File: src/rtl/mem_stage.sv
// mem_stage: pipeline memory stage downstream of alu_stage.
// Performs byte/word loads and stores over a req/ack bus, stalls upstream
// while a transaction is in flight, and emits one result beat per instruction.
// Ports:
//   clk, rst                 clock, async active-high reset
//   en, stall                upstream valid in, busy out (stall = WAIT state)
//   pc_in, control_signals_in, alu_result_in, wdata_in   instruction payload
//   mem_rb/rw/wb/ww          byte read, word read, byte write, word write
//   bus_req/we/addr/wdata/wstrb, bus_rdata/bus_ack        data bus
//   valid_out, result_out, control_signals_out, pc_out, fault_out  to writeback
module mem_stage #(
   parameter int unsigned TIMEOUT_CYCLES = 255
) (
   input  logic        clk,
   input  logic        rst,
   input  logic        en,
   output logic        stall,
   input  logic [15:0] pc_in,
   input  logic [31:0] control_signals_in,
   input  logic [15:0] alu_result_in,
   input  logic [15:0] wdata_in,
   input  logic        mem_rb,
   input  logic        mem_rw,
   input  logic        mem_wb,
   input  logic        mem_ww,
   output logic        bus_req,
   output logic        bus_we,
   output logic [15:0] bus_addr,
   output logic [15:0] bus_wdata,
   output logic [1:0]  bus_wstrb,
   input  logic [15:0] bus_rdata,
   input  logic        bus_ack,
   output logic        valid_out,
   output logic [15:0] result_out,
   output logic [31:0] control_signals_out,
   output logic [15:0] pc_out,
   output logic [1:0]  fault_out
);

   localparam int unsigned CNT_W = 16;

   localparam logic [1:0] FAULT_NONE    = 2'd0;
   localparam logic [1:0] FAULT_ALIGN   = 2'd1;
   localparam logic [1:0] FAULT_MULTI   = 2'd2;
   localparam logic [1:0] FAULT_TIMEOUT = 2'd3;

   typedef enum logic {IDLE, WAIT} state_t;

   state_t             state_q;
   logic [CNT_W-1:0]   cnt_q;
   logic               bus_req_q, bus_we_q, valid_q;
   logic [15:0]        bus_addr_q, bus_wdata_q, result_q, pc_q;
   logic [1:0]         bus_wstrb_q, fault_q;
   logic [31:0]        ctrl_q;

   // Decode of the memory-control flags for the instruction being offered
   logic [2:0]         nflags;
   logic               multi_flag, word_op, is_write, any_mem;
   logic [CNT_W:0]     cnt_next;
   logic [15:0]        load_data;

   always_comb begin
      nflags     = 3'(mem_rb) + 3'(mem_rw) + 3'(mem_wb) + 3'(mem_ww);
      multi_flag = (nflags > 3'd1);
      word_op    = mem_rw | mem_ww;
      is_write   = mem_wb | mem_ww;
      any_mem    = (nflags != 3'd0);
      // Counter value after this WAIT cycle; one bit wider so the compare cannot wrap
      cnt_next   = {1'b0, cnt_q} + 17'd1;
      // Word strobe pattern doubles as the word/byte marker for the in-flight read
      if (bus_wstrb_q == 2'b11)
         load_data = bus_rdata;
      else
         load_data = {8'h00, (bus_addr_q[0] ? bus_rdata[15:8] : bus_rdata[7:0])};
   end

   // Stage FSM and all registered outputs
   always_ff @(posedge clk or posedge rst) begin
      if (rst) begin
         state_q     <= IDLE;
         cnt_q       <= '0;
         bus_req_q   <= 1'b0;
         bus_we_q    <= 1'b0;
         bus_addr_q  <= '0;
         bus_wdata_q <= '0;
         bus_wstrb_q <= '0;
         valid_q     <= 1'b0;
         result_q    <= '0;
         ctrl_q      <= '0;
         pc_q        <= '0;
         fault_q     <= FAULT_NONE;
      end else begin
         valid_q <= 1'b0;
         case (state_q)
            IDLE: begin
               if (en) begin
                  pc_q   <= pc_in;
                  ctrl_q <= control_signals_in;
                  if (multi_flag) begin
                     result_q <= alu_result_in;
                     fault_q  <= FAULT_MULTI;
                     valid_q  <= 1'b1;
                  end else if (word_op && alu_result_in[0]) begin
                     result_q <= alu_result_in;
                     fault_q  <= FAULT_ALIGN;
                     valid_q  <= 1'b1;
                  end else if (any_mem) begin
                     bus_req_q  <= 1'b1;
                     bus_we_q   <= is_write;
                     bus_addr_q <= alu_result_in;
                     if (word_op) begin
                        bus_wstrb_q <= 2'b11;
                        bus_wdata_q <= wdata_in;
                     end else begin
                        bus_wstrb_q <= alu_result_in[0] ? 2'b10 : 2'b01;
                        bus_wdata_q <= {wdata_in[7:0], wdata_in[7:0]};
                     end
                     cnt_q   <= '0;
                     state_q <= WAIT;
                  end else begin
                     result_q <= alu_result_in;
                     fault_q  <= FAULT_NONE;
                     valid_q  <= 1'b1;
                  end
               end
            end
            WAIT: begin
               cnt_q <= cnt_next[CNT_W-1:0];
               // Ack takes priority over a coincident timeout
               if (bus_ack) begin
                  bus_req_q <= 1'b0;
                  result_q  <= bus_we_q ? bus_addr_q : load_data;
                  fault_q   <= FAULT_NONE;
                  valid_q   <= 1'b1;
                  state_q   <= IDLE;
               end else if (cnt_next >= 17'(TIMEOUT_CYCLES)) begin
                  bus_req_q <= 1'b0;
                  result_q  <= 16'h0000;
                  fault_q   <= FAULT_TIMEOUT;
                  valid_q   <= 1'b1;
                  state_q   <= IDLE;
               end
            end
         endcase
      end
   end

   assign stall               = (state_q == WAIT);
   assign bus_req             = bus_req_q;
   assign bus_we              = bus_we_q;
   assign bus_addr            = bus_addr_q;
   assign bus_wdata           = bus_wdata_q;
   assign bus_wstrb           = bus_wstrb_q;
   assign valid_out           = valid_q;
   assign result_out          = result_q;
   assign control_signals_out = ctrl_q;
   assign pc_out              = pc_q;
   assign fault_out           = fault_q;

endmodule

File: config.mk
export PLATFORM = sky130hd
export DESIGN_NAME = mem_stage
export DESIGN_NICKNAME = d
export VERILOG_FILES = /design/src/rtl/mem_stage.sv
export SDC_FILE = /design/constraint.sdc
export NUM_CORES = 1
export LEC_CHECK = 0
export BUFFER_PORTS_ARGS = -buffer_cell sky130_fd_sc_hd__buf_2
export CORE_ASPECT_RATIO = 0.9
export CORE_MARGIN = 4
export CORE_UTILIZATION = 50
export CTS_CLUSTER_DIAMETER = 80
export DETAILED_ROUTE_END_ITERATION = 6
export GPL_TIMING_DRIVEN = 0
export PLACE_DENSITY = 0.81
export SYNTH_ARGS = -nofsm -noshare
export SYNTH_HDL_FRONTEND = slang
export SYNTH_SLANG_ARGS = --single-unit
File: constraint.sdc
create_clock -name clk -period 5.3 [get_ports clk]
set_clock_uncertainty 0.15 [all_clocks]
set_input_delay 1.06 -clock clk [delete_from_list [all_inputs] [get_ports clk]]
set_output_delay 1.06 -clock clk [all_outputs]
set_load 0.01 [all_outputs]
==> results.md <==
* Status: finished clean
* TNS Setup at 0 ns
* First-pass GRT wire length at between 20 and 25 mm
* Via density at between 5 and 6
* Max VDD drop at ~0.00030 V
* Hold Crit Start: bus_wdata[11]
* H-tree Lvls at 4
* Leading area contributor after synthesis: dfrtp_1
* Seq/Total Area, Yosys at 53.3%
* Placed insts at 868
* Synth Flop Type: dfrtp_1
* Peak fanout along the critical path at 10
* Tot GR Track Use at between 20% and 30%
* Placer Congestion at about 0.86
* Fin util at 68.3%
* Layout cells sized above 1 at a little over two fifths
* Vias in the first global route at 4931
* Fin nets at roughly 850
* Ys Warns at 0
* Flop2flop setup slack at 2.28 ns
* Critical path class: in2reg
* DRC violation count after routing at 0
* Synthesis-to-finish area growth at 32.1%
* TritonCTS Buffers at 17
* Die Wd at 120 um
* Hold Violations, Final at 0
* Max-slew headroom at 40.1%
* Num ports at between 200 and 250
* CTS clk-pin slew, worst paths at about 0.05 ns
* Clock sinks at 120
* Routed Antenna Nets at 0
* Die area at between 10000 and 15000 um^2
* Worst hold path depth at 2
* Min cycle time layout at just under 4 ns
* Die height at ~110 um
* Count of final setup violators at 0
* Setup WS post-layout at approximately 1.4 ns
* Path type of the worst min-delay path: reg2reg
* P_sw at around 1.1 mW
* Ys async rst share at between 90% and 100%
* Most frequent cell after synthesis: dfrtp_1
* FMAX at roughly 0.26 GHz
* Crit share post-route at 73.9%
* Site Rows at 36
* Crit Reg-Reg Startpoint: cnt_q[0]
* CTS tree: done
* Largest net degree at the start of global routing at 84
* Critical path required time at 5.47 ns
* Clock share of power at between 30% and 40%
* WP data arrival at slightly above 4 ns
* R2R depth at 8
* Syn Inst Count at slightly above 500
* Mapped Area at ~5600 um^2
* Top cells by area, synth: dfrtp_1, mux2_2, nand2_1
* Ratio of total power to cell area at 458 nW/um^2
* Unrepaired setup endpoints after global routing: false
* Internal Power at ~2.3 mW
* Pre-CTS setup slack at roughly 1 ns
* Starting Density at 51.7%
* Crit start category: input pin
* Synth top cells by count: dfrtp_1, nand2_1, mux2_2, o21ai_0, clkbuf_1
* R2R Path End: fault_out[0]
* Core Footprint at 10900 um^2
* Worst skew pair latency at 0.42 ns
* Fin cells at 899
* Clock root cell: clkbuf_16
* Antenna Diode Count at 0
* Pwr Total at ~3.4 mW
* Final Max Slew Viols at 0
* Switching part of the total at approximately 32%
* IO Port Bufs at 207
* Worst setup EP type: register
* Slew @ Worst Pin at 0.895 ns
* Drt pass-1 iters at 5
* Initial antenna violation count at 0
* Number of synthesized flops with an enable pin at 0
* Drt wl/cell at 17.1 um
* Vias at approximately 4800
* DP HPWL at between 10 and 15 mm
* Mapped Nets at a little over 600
* LEAKAGE at roughly 3.7 nW
* Worst Hold End: bus_wdata[11]
* Comb pwr share at between 30% and 40%
* Final wirelength at ~15 mm
* CTS-repair resized insts at 0
* Clock Path Buffers at 2
* Seq pwr share at around two fifths
* Post-CTS Setup Bufs at 0
* Synthesized area per cell at between 10 and 15 um^2
* Post-synth cell types at 45
* GRT overflow at 0
* DRT iter0 DRCs at between 400 and 500
* Fillers at between 800 and 900
* Hold-fix buffers, CTS at 0
* Top cell type's share of synthesized area at 53.3%
* Yosys reg bits at 120
* Max_cap viols at 0
flip-flops by register name, summed over array words and instances (netlist names):
name	cells
bus_addr	16
bus_req	1
bus_wdata	16
bus_we	1
bus_wstrb	2
cnt_q	16
control_signals_out	32
fault_out	2
pc_out	16
result_out	16
stall	1
valid_out	1
worst max-delay path by stage:
| stage | end | slack (ns) | start | cells after the start |
|---|---|---|---|---|
| 2_1_floorplan | bus_addr[0] | 0.90 | rst | 1 |
| 3_3_place_gp | result_out[9] | -0.30 | rst | 2 |
| 3_5_place_dp | cnt_q[4] | 1.0 | mem_rw | 13 |
| 4_1_cts | cnt_q[4] | 1.40 | mem_rw | 13 |
| 5_1_grt | cnt_q[7] | 1.13 | mem_rw | 13 |
| 6_report | cnt_q[4] | 1.38 | mem_rw | 13 |
worst max-delay path, cell delays in order:
cell,delay (ns)
buf_2,0.11
inv_1,0.06
fa_1,0.49
inv_1,0.04
ha_1,0.19
inv_1,0.06
ha_1,0.22
or3_1,0.39
and3_1,0.22
a21oi_1,0.52
clkbuf_1,0.42
o21ai_0,0.19
o31ai_1,0.10
cells in the final DEF, fill, tap and decap left out, types with 6 or more instances in the layout:
cell type and count:
buf_2 211, dfrtp_1 120, nand2_1 104, mux2_2 65, o21ai_0 32, clkbuf_1 20, mux2i_1 17, clkbuf_16 17
o2bb2ai_1 16, a21oi_1 15, nor2_1 15, nor3b_1 10, nand3_1 10, inv_1 10, mux2_4 9, clkinv_2 6
cell type report:
class | instances | area (um^2) | share of cell area (%)
inverters | 12 | 50.0 | 0.672
repair buffers | 208 | 1060 | 14.3
plain buffers | 29 | 125 | 1.68
clock inverters | 9 | 75.1 | 1.01
clock buffers | 22 | 474 | 6.37
flip-flops and latches | 120 | 3000 | 40.3
well taps | 152 | 190 | 2.56
multi-input cells | 347 | 2460 | 33.1
power groups by stage:
| stage | Sequential, mW | Clock (mW) | Combinational, mW |
|---|---|---|---|
| after global routing | 1.36 | 1.13 | 1.12 |
| after CTS | 1.32 | 1.08 | 1.03 |
| after floorplan | 1.43 | 0 | 0.493 |
| final | 1.33 | 1.06 | 1.02 |
| after global placement | 1.31 | 0 | 0.995 |
| after detailed placement | 1.33 | 0 | 1.03 |
kinds of logic after synthesis:
logic type	count (synthesis)	synth area share, %
xor gates and xnor gates	7	1.09
DFF	120	53.3
AOI/OAI and AO/OA	78	8.93
and+or+nand+nor	165	13.8
adders and majority gates	6	1.47
buffers and inverters	41	3.02
muxes	91	18.4
layer usage:
metal / wire [um] / track usage [%]
met1: 6150 / 28.3
met2: 7710 / 40.2
met3: 1310 / 9.02
met4: 199 / 8.75
met5: 0 / 0
metrics by stage:
stage,hold WS [ns],instance area (um^2)
after global routing,0.354,7440
after floorplan,0.364,5640
after detailed placement,0.314,6890
after global placement,0.307,6860
final,0.320,7440
after CTS,0.327,7440
Power figures use the tool's default switching activity.
